File: src/rtl/uart_rx_deframer.sv
// 8N1 UART receive deframer: runs on clk, advances on rising edges of the x16
// oversample clock, votes 3 mid-bit samples and hands bytes out via valid/ack.
module uart_rx_deframer #(
  parameter int DATA_BITS    = 8,
  parameter int OVERSAMPLE   = 16,
  parameter int TICK_CNT_BIT = 4
) (
  input  logic                 clk,
  input  logic                 reset,
  input  logic                 i_X16_Sample_Clk,
  input  logic                 i_Rx,
  input  logic                 i_Rx_Ack,
  output logic [DATA_BITS-1:0] o_Rx_Data,
  output logic                 o_Rx_Valid,
  output logic                 o_Frame_Err,
  output logic                 o_Overrun
);

  localparam int BIT_CNT_W = (DATA_BITS > 1) ? $clog2(DATA_BITS) : 1;

  localparam logic [TICK_CNT_BIT-1:0] TICK_S7   = TICK_CNT_BIT'(OVERSAMPLE / 2 - 1);
  localparam logic [TICK_CNT_BIT-1:0] TICK_S8   = TICK_CNT_BIT'(OVERSAMPLE / 2);
  localparam logic [TICK_CNT_BIT-1:0] TICK_S9   = TICK_CNT_BIT'(OVERSAMPLE / 2 + 1);
  localparam logic [TICK_CNT_BIT-1:0] TICK_LAST = TICK_CNT_BIT'(OVERSAMPLE - 1);
  localparam logic [BIT_CNT_W-1:0]    BIT_LAST  = BIT_CNT_W'(DATA_BITS - 1);

  typedef enum logic [1:0] {
    IDLE,
    START,
    DATA,
    STOP
  } state_t;

  state_t                state;
  state_t                state_nxt;
  logic [TICK_CNT_BIT-1:0] tick_cnt;
  logic [TICK_CNT_BIT-1:0] tick_cnt_nxt;
  logic [BIT_CNT_W-1:0]  bit_cnt;
  logic [BIT_CNT_W-1:0]  bit_cnt_nxt;
  logic                  s7;
  logic                  s7_nxt;
  logic                  s8;
  logic                  s8_nxt;
  logic [DATA_BITS-1:0]  shift_reg;
  logic [DATA_BITS-1:0]  shift_nxt;

  logic rx_meta;
  logic rxs;
  logic x16_meta;
  logic x16_sync;
  logic x16_prev;
  logic tick;
  logic maj;
  logic load;
  logic frame_err_nxt;

  // Both asynchronous inputs see the same two-flop depth, so a line change
  // made together with an x16 rising edge is visible on that edge's tick.
  always_ff @(posedge clk or negedge reset) begin
    if (!reset) begin
      rx_meta  <= 1'b1;
      rxs      <= 1'b1;
      x16_meta <= 1'b0;
      x16_sync <= 1'b0;
      x16_prev <= 1'b0;
    end else begin
      rx_meta  <= i_Rx;
      rxs      <= rx_meta;
      x16_meta <= i_X16_Sample_Clk;
      x16_sync <= x16_meta;
      x16_prev <= x16_sync;
    end
  end

  assign tick = x16_sync & ~x16_prev;

  // The third vote is taken live from rxs on the tick_cnt = 9 tick.
  assign maj = (s7 & s8) | (s7 & rxs) | (s8 & rxs);

  always_ff @(posedge clk or negedge reset) begin
    if (!reset) begin
      state     <= IDLE;
      tick_cnt  <= '0;
      bit_cnt   <= '0;
      s7        <= 1'b0;
      s8        <= 1'b0;
      shift_reg <= '0;
    end else begin
      state     <= state_nxt;
      tick_cnt  <= tick_cnt_nxt;
      bit_cnt   <= bit_cnt_nxt;
      s7        <= s7_nxt;
      s8        <= s8_nxt;
      shift_reg <= shift_nxt;
    end
  end

  always_comb begin
    state_nxt     = state;
    tick_cnt_nxt  = tick_cnt;
    bit_cnt_nxt   = bit_cnt;
    s7_nxt        = s7;
    s8_nxt        = s8;
    shift_nxt     = shift_reg;
    load          = 1'b0;
    frame_err_nxt = 1'b0;

    if (tick) begin
      if (state != IDLE) begin
        tick_cnt_nxt = tick_cnt + 1'b1;
        if (tick_cnt == TICK_S7) s7_nxt = rxs;
        if (tick_cnt == TICK_S8) s8_nxt = rxs;
      end

      case (state)
        IDLE: begin
          if (!rxs) begin
            state_nxt    = START;
            tick_cnt_nxt = '0;
          end
        end
        START: begin
          if (tick_cnt == TICK_S9 && maj) begin
            state_nxt    = IDLE;
            tick_cnt_nxt = '0;
          end else if (tick_cnt == TICK_LAST) begin
            state_nxt    = DATA;
            tick_cnt_nxt = '0;
            bit_cnt_nxt  = '0;
          end
        end
        DATA: begin
          if (tick_cnt == TICK_S9) begin
            shift_nxt = {maj, shift_reg[DATA_BITS-1:1]};
          end
          if (tick_cnt == TICK_LAST) begin
            tick_cnt_nxt = '0;
            if (bit_cnt == BIT_LAST) begin
              state_nxt = STOP;
            end else begin
              bit_cnt_nxt = bit_cnt + 1'b1;
            end
          end
        end
        STOP: begin
          // Leave at mid stop bit so a back-to-back start edge is not missed.
          if (tick_cnt == TICK_S9) begin
            state_nxt    = IDLE;
            tick_cnt_nxt = '0;
            if (maj) begin
              load = 1'b1;
            end else begin
              frame_err_nxt = 1'b1;
            end
          end
        end
        default: begin
          state_nxt    = IDLE;
          tick_cnt_nxt = '0;
        end
      endcase
    end
  end

  // A load that lands while the consumer acks in the same cycle counts as
  // consumed-then-refilled, so it never raises overrun.
  always_ff @(posedge clk or negedge reset) begin
    if (!reset) begin
      o_Rx_Data   <= '0;
      o_Rx_Valid  <= 1'b0;
      o_Frame_Err <= 1'b0;
      o_Overrun   <= 1'b0;
    end else begin
      o_Frame_Err <= frame_err_nxt;
      if (load) begin
        o_Rx_Data  <= shift_reg;
        o_Rx_Valid <= 1'b1;
        if (i_Rx_Ack) begin
          o_Overrun <= 1'b0;
        end else if (o_Rx_Valid) begin
          o_Overrun <= 1'b1;
        end
      end else if (i_Rx_Ack) begin
        o_Rx_Valid <= 1'b0;
        o_Overrun  <= 1'b0;
      end
    end
  end

endmodule
File: config.mk
export PLATFORM = sky130hd
export DESIGN_NAME = uart_rx_deframer
export DESIGN_NICKNAME = d
export VERILOG_FILES = /design/src/rtl/uart_rx_deframer.sv
export SDC_FILE = /design/constraint.sdc
export NUM_CORES = 1
export LEC_CHECK = 0
export CORE_MARGIN = 2
export CORE_UTILIZATION = 56
export DETAILED_ROUTE_END_ITERATION = 12
export MAX_ROUTING_LAYER = met4
export PLACE_DENSITY = 0.79
export SYNTH_ARGS = -nofsm -noshare
export SYNTH_HDL_FRONTEND = slang
export SYNTH_SLANG_ARGS = --single-unit
File: constraint.sdc
create_clock -name clk -period 3.2 [get_ports clk]
set_input_delay 0.32 -clock clk [delete_from_list [all_inputs] [get_ports clk]]
set_output_delay 0.32 -clock clk [all_outputs]
set_load 0.05 [all_outputs]
==> metrics.md <==
| Metric | Value |
|---|---|
| Max-cap viol count | 0 |
| Diodes inserted | 0 |
| Slew HR | 53.88% |
| Clock buffer depth | 2 |
| Worst hold start | x16_meta |
| DRT antenna net count | 0 |
| Initial core utilization | 58.63% |
| Die Ht | 57.50 µm |
| Hpwl dp | 2038 µm |
| Largest area contributor in the netlist | dfrtp_1 |
| Fin. Hold Viols | 0 |
| Post-CTS Resized | 0 |
| Commonest cells after routing, fill and taps aside | dfrtp_1 (33), clkdlybuf4s50_1 (15), mux2_2 (10) |
| Fin crit share | 60.43% |
| Grt ovf | 0 |
| RD Place Congestion | 0.8580 |
| Sw power | 296.8 µW |
| Pwr per Cell Area | 561.5 nW/µm² |
| CP Max Fanout | 10 |
| PortBufs | 15 |
| Net Sw Frac | 28.54% |
| Slew of the pin with the lowest slew margin | 689.7 ps |
| CTS Sinks | 35 |
| GRT Total Usage | 20.42% |
| Final instance area | 1852 µm² |
| Postcts setup bufs | 0 |
| P&R area growth vs syn | 15.54% |
| Ys flop type | dfrtp_1 |
| Die area | 3306 µm² |
| Int Power | 743.0 µW |
| Pre-antenna DRT Iters | 4 |
| Routed len/inst | 15.62 µm |
| Root Buffer | clkbuf_4 |
| Cts hold-fix bufs | 0 |
| H-tree depth | 2 |
| Worst setup path startpoint | x16_sync |
| Number of synthesized flops with an enable pin | 0 |
| Clock slew at reported path FFs | 100 ps |
| Total power | 1040 µW |
| Clock Skews | 7.571 ps |
| Worst vdd ir | 0.0004775 V |
| RSZ-0062 raised after global routing | no |
| Vias in the first global route | 1082 |
| Final wirelength | 2780 µm |
| Most common cell after layout, fill and taps aside | dfrtp_1 |
| Critical path class | reg -> reg |
| Ys Warns | 0 |
| Post-synth top area share | 51.52% |
| Setup TNS | 0 ps |
| Ports | 16 |
| CTS Buf Count | 5 |
| CP endpoint kind | flip-flop |
| Part of the power in registers | 50.8% |
| Status | finished clean |
| Combinational power share | 17.9% |
| Critical Path RT | 3420 ps |
| FP Rows | 19 |
| Final Critical Period | 1934 ps |
| Seq/Total Area, Yosys | 54.80% |
| Worst path arrival time | 2160 ps |
| Insertion delay to the later sink of the worst-skew pair | 330 ps |
| Mean post-synth cell area | 12.52 µm² |
| Synth Net Count | 138 |
| Pin count of the biggest net entering global routing | 21 |
| Nets | 156 |
| Post-synth ARST share | 100.0% |
| Hold Crit Class | reg -> reg |
| RR Startpoint | x16_sync |
| Type of origin of the critical path | flip-flop |
| CTS tree | done |
| Via Count | 1043 |
| F_max | 0.5171 GHz |
| Cell Area, Placed | 1765 µm² |
| Core area | 2734 µm² |
| Most area-consuming cells after synthesis | dfrtp_1 (52%), mux2_4 (7.5%), mux2_2 (7.0%) |
| Die Span X | 57.50 µm |
| Initial antenna violation count | 0 |
| Post-synthesis cell area | 1603 µm² |
| Post-route DRC | 0 |
| Syn Inst Count | 128 |
| Fin. max-slew vios | 0 |
| FF+latch count, synth | 35 |
| Setup Viol. Count Final | 0 |
| Initial DRC Count | 17 |
| Share of cells above drive strength 1 | 21.77% |
| LEAKAGE | 0.0008971 µW |
| First-pass GRT wire length | 4919 µm |
| Clock Power Share | 31.3% |
| Netlist cell types | 37 |
| Vias per cell | 5.860 |
-- worst max-delay path, cell delays in order (launching register included) --
cell,delay (ps)
dfrtp_1,370
nor2b_1,480
nand3_1,200
or3_4,460
mux2_4,320
-- power groups by stage --
stage	Combinational [µW]	Clock, µW	Sequential, µW
final	186	326	528
after global routing	215	361	535
after CTS	186	334	525
after detailed placement	184	0	533
after global placement	177	0	530
after floorplan	165	0	506
-- per-stage QoR --
step / util [%] / hold WS, ps / instances / setup WS, ps
finish: 67.73 / 364.3 / 178 / 1266
global route: 67.73 / 354.0 / 178 / 1065
CTS: 67.73 / 365.6 / 178 / 1269
detailed placement: 64.58 / 341.9 / 170 / 1279
global placement: 64.58 / 337.3 / 170 / 1325
floorplan: - / 24.41 / 128 / 1482
-- kinds of logic (layout without fill, tap and decap cells) --
| group | count (synthesis) | count (layout) | share of synthesized area (%) |
|---|---|---|---|
| flops | 35 | 35 | 54.80 |
| simple gates | 33 | 33 | 11.32 |
| compound gates | 24 | 24 | 10.85 |
| mux | 18 | 18 | 14.52 |
| buf+inv | 12 | 31 | 3.747 |
| fa+ha+maj | 6 | 6 | 4.762 |
-- layer usage --
metal | GRT usage, % | vias up | part of all wire [%]
met1 | 27.07 | 515 | 47
met2 | 29.22 | 21 | 47
met3 | 8.390 | 5 | 4.6
met5 | - | - | 0
li1 | - | 502 | -
met4 | 5.316 | 0 | 1.1
-- layout make-up --
type / count / area (µm²)
flip-flops and latches: 35 / 878.3
well taps: 31 / 38.79
fillers: 206 / 882.1
multi-input cells: 81 / 664.4
clock buffers: 6 / 51.30
repair buffers: 16 / 157.7
clock inverters: 2 / 35.03
inverters: 7 / 26.28
-- worst paths after layout --
| kind | slack, ps | depth (start not counted) | endpoint |
|---|---|---|---|
| min reg2reg | 360 | 0 | x16_sync |
| max reg2reg | 1270 | 4 | o_Rx_Data[6] |
| min in group asynchronous | 390 | 1 | tick_cnt[0] |
| max | 1270 | 4 | o_Rx_Data[6] |
| min | 360 | 0 | x16_sync |
| max in group asynchronous | 2090 | 2 | shift_reg[6] |
-- cell usage after synthesis, types with 2 or more instances --
master	n
dfrtp_1	33
mux2_2	10
mux2_4	8
inv_1	6
nand3_1	6
o21ai_0	6
ha_1	5
nand2_1	5
nor2_1	5
a22o_1	4
buf_2	3
nand2b_1	3
nor2b_1	3
nor3_1	3
a21oi_1	2
a31oi_1	2
and3_1	2
dfstp_2	2
o311ai_1	2
Note: power is estimated with default switching activity, not from simulation.
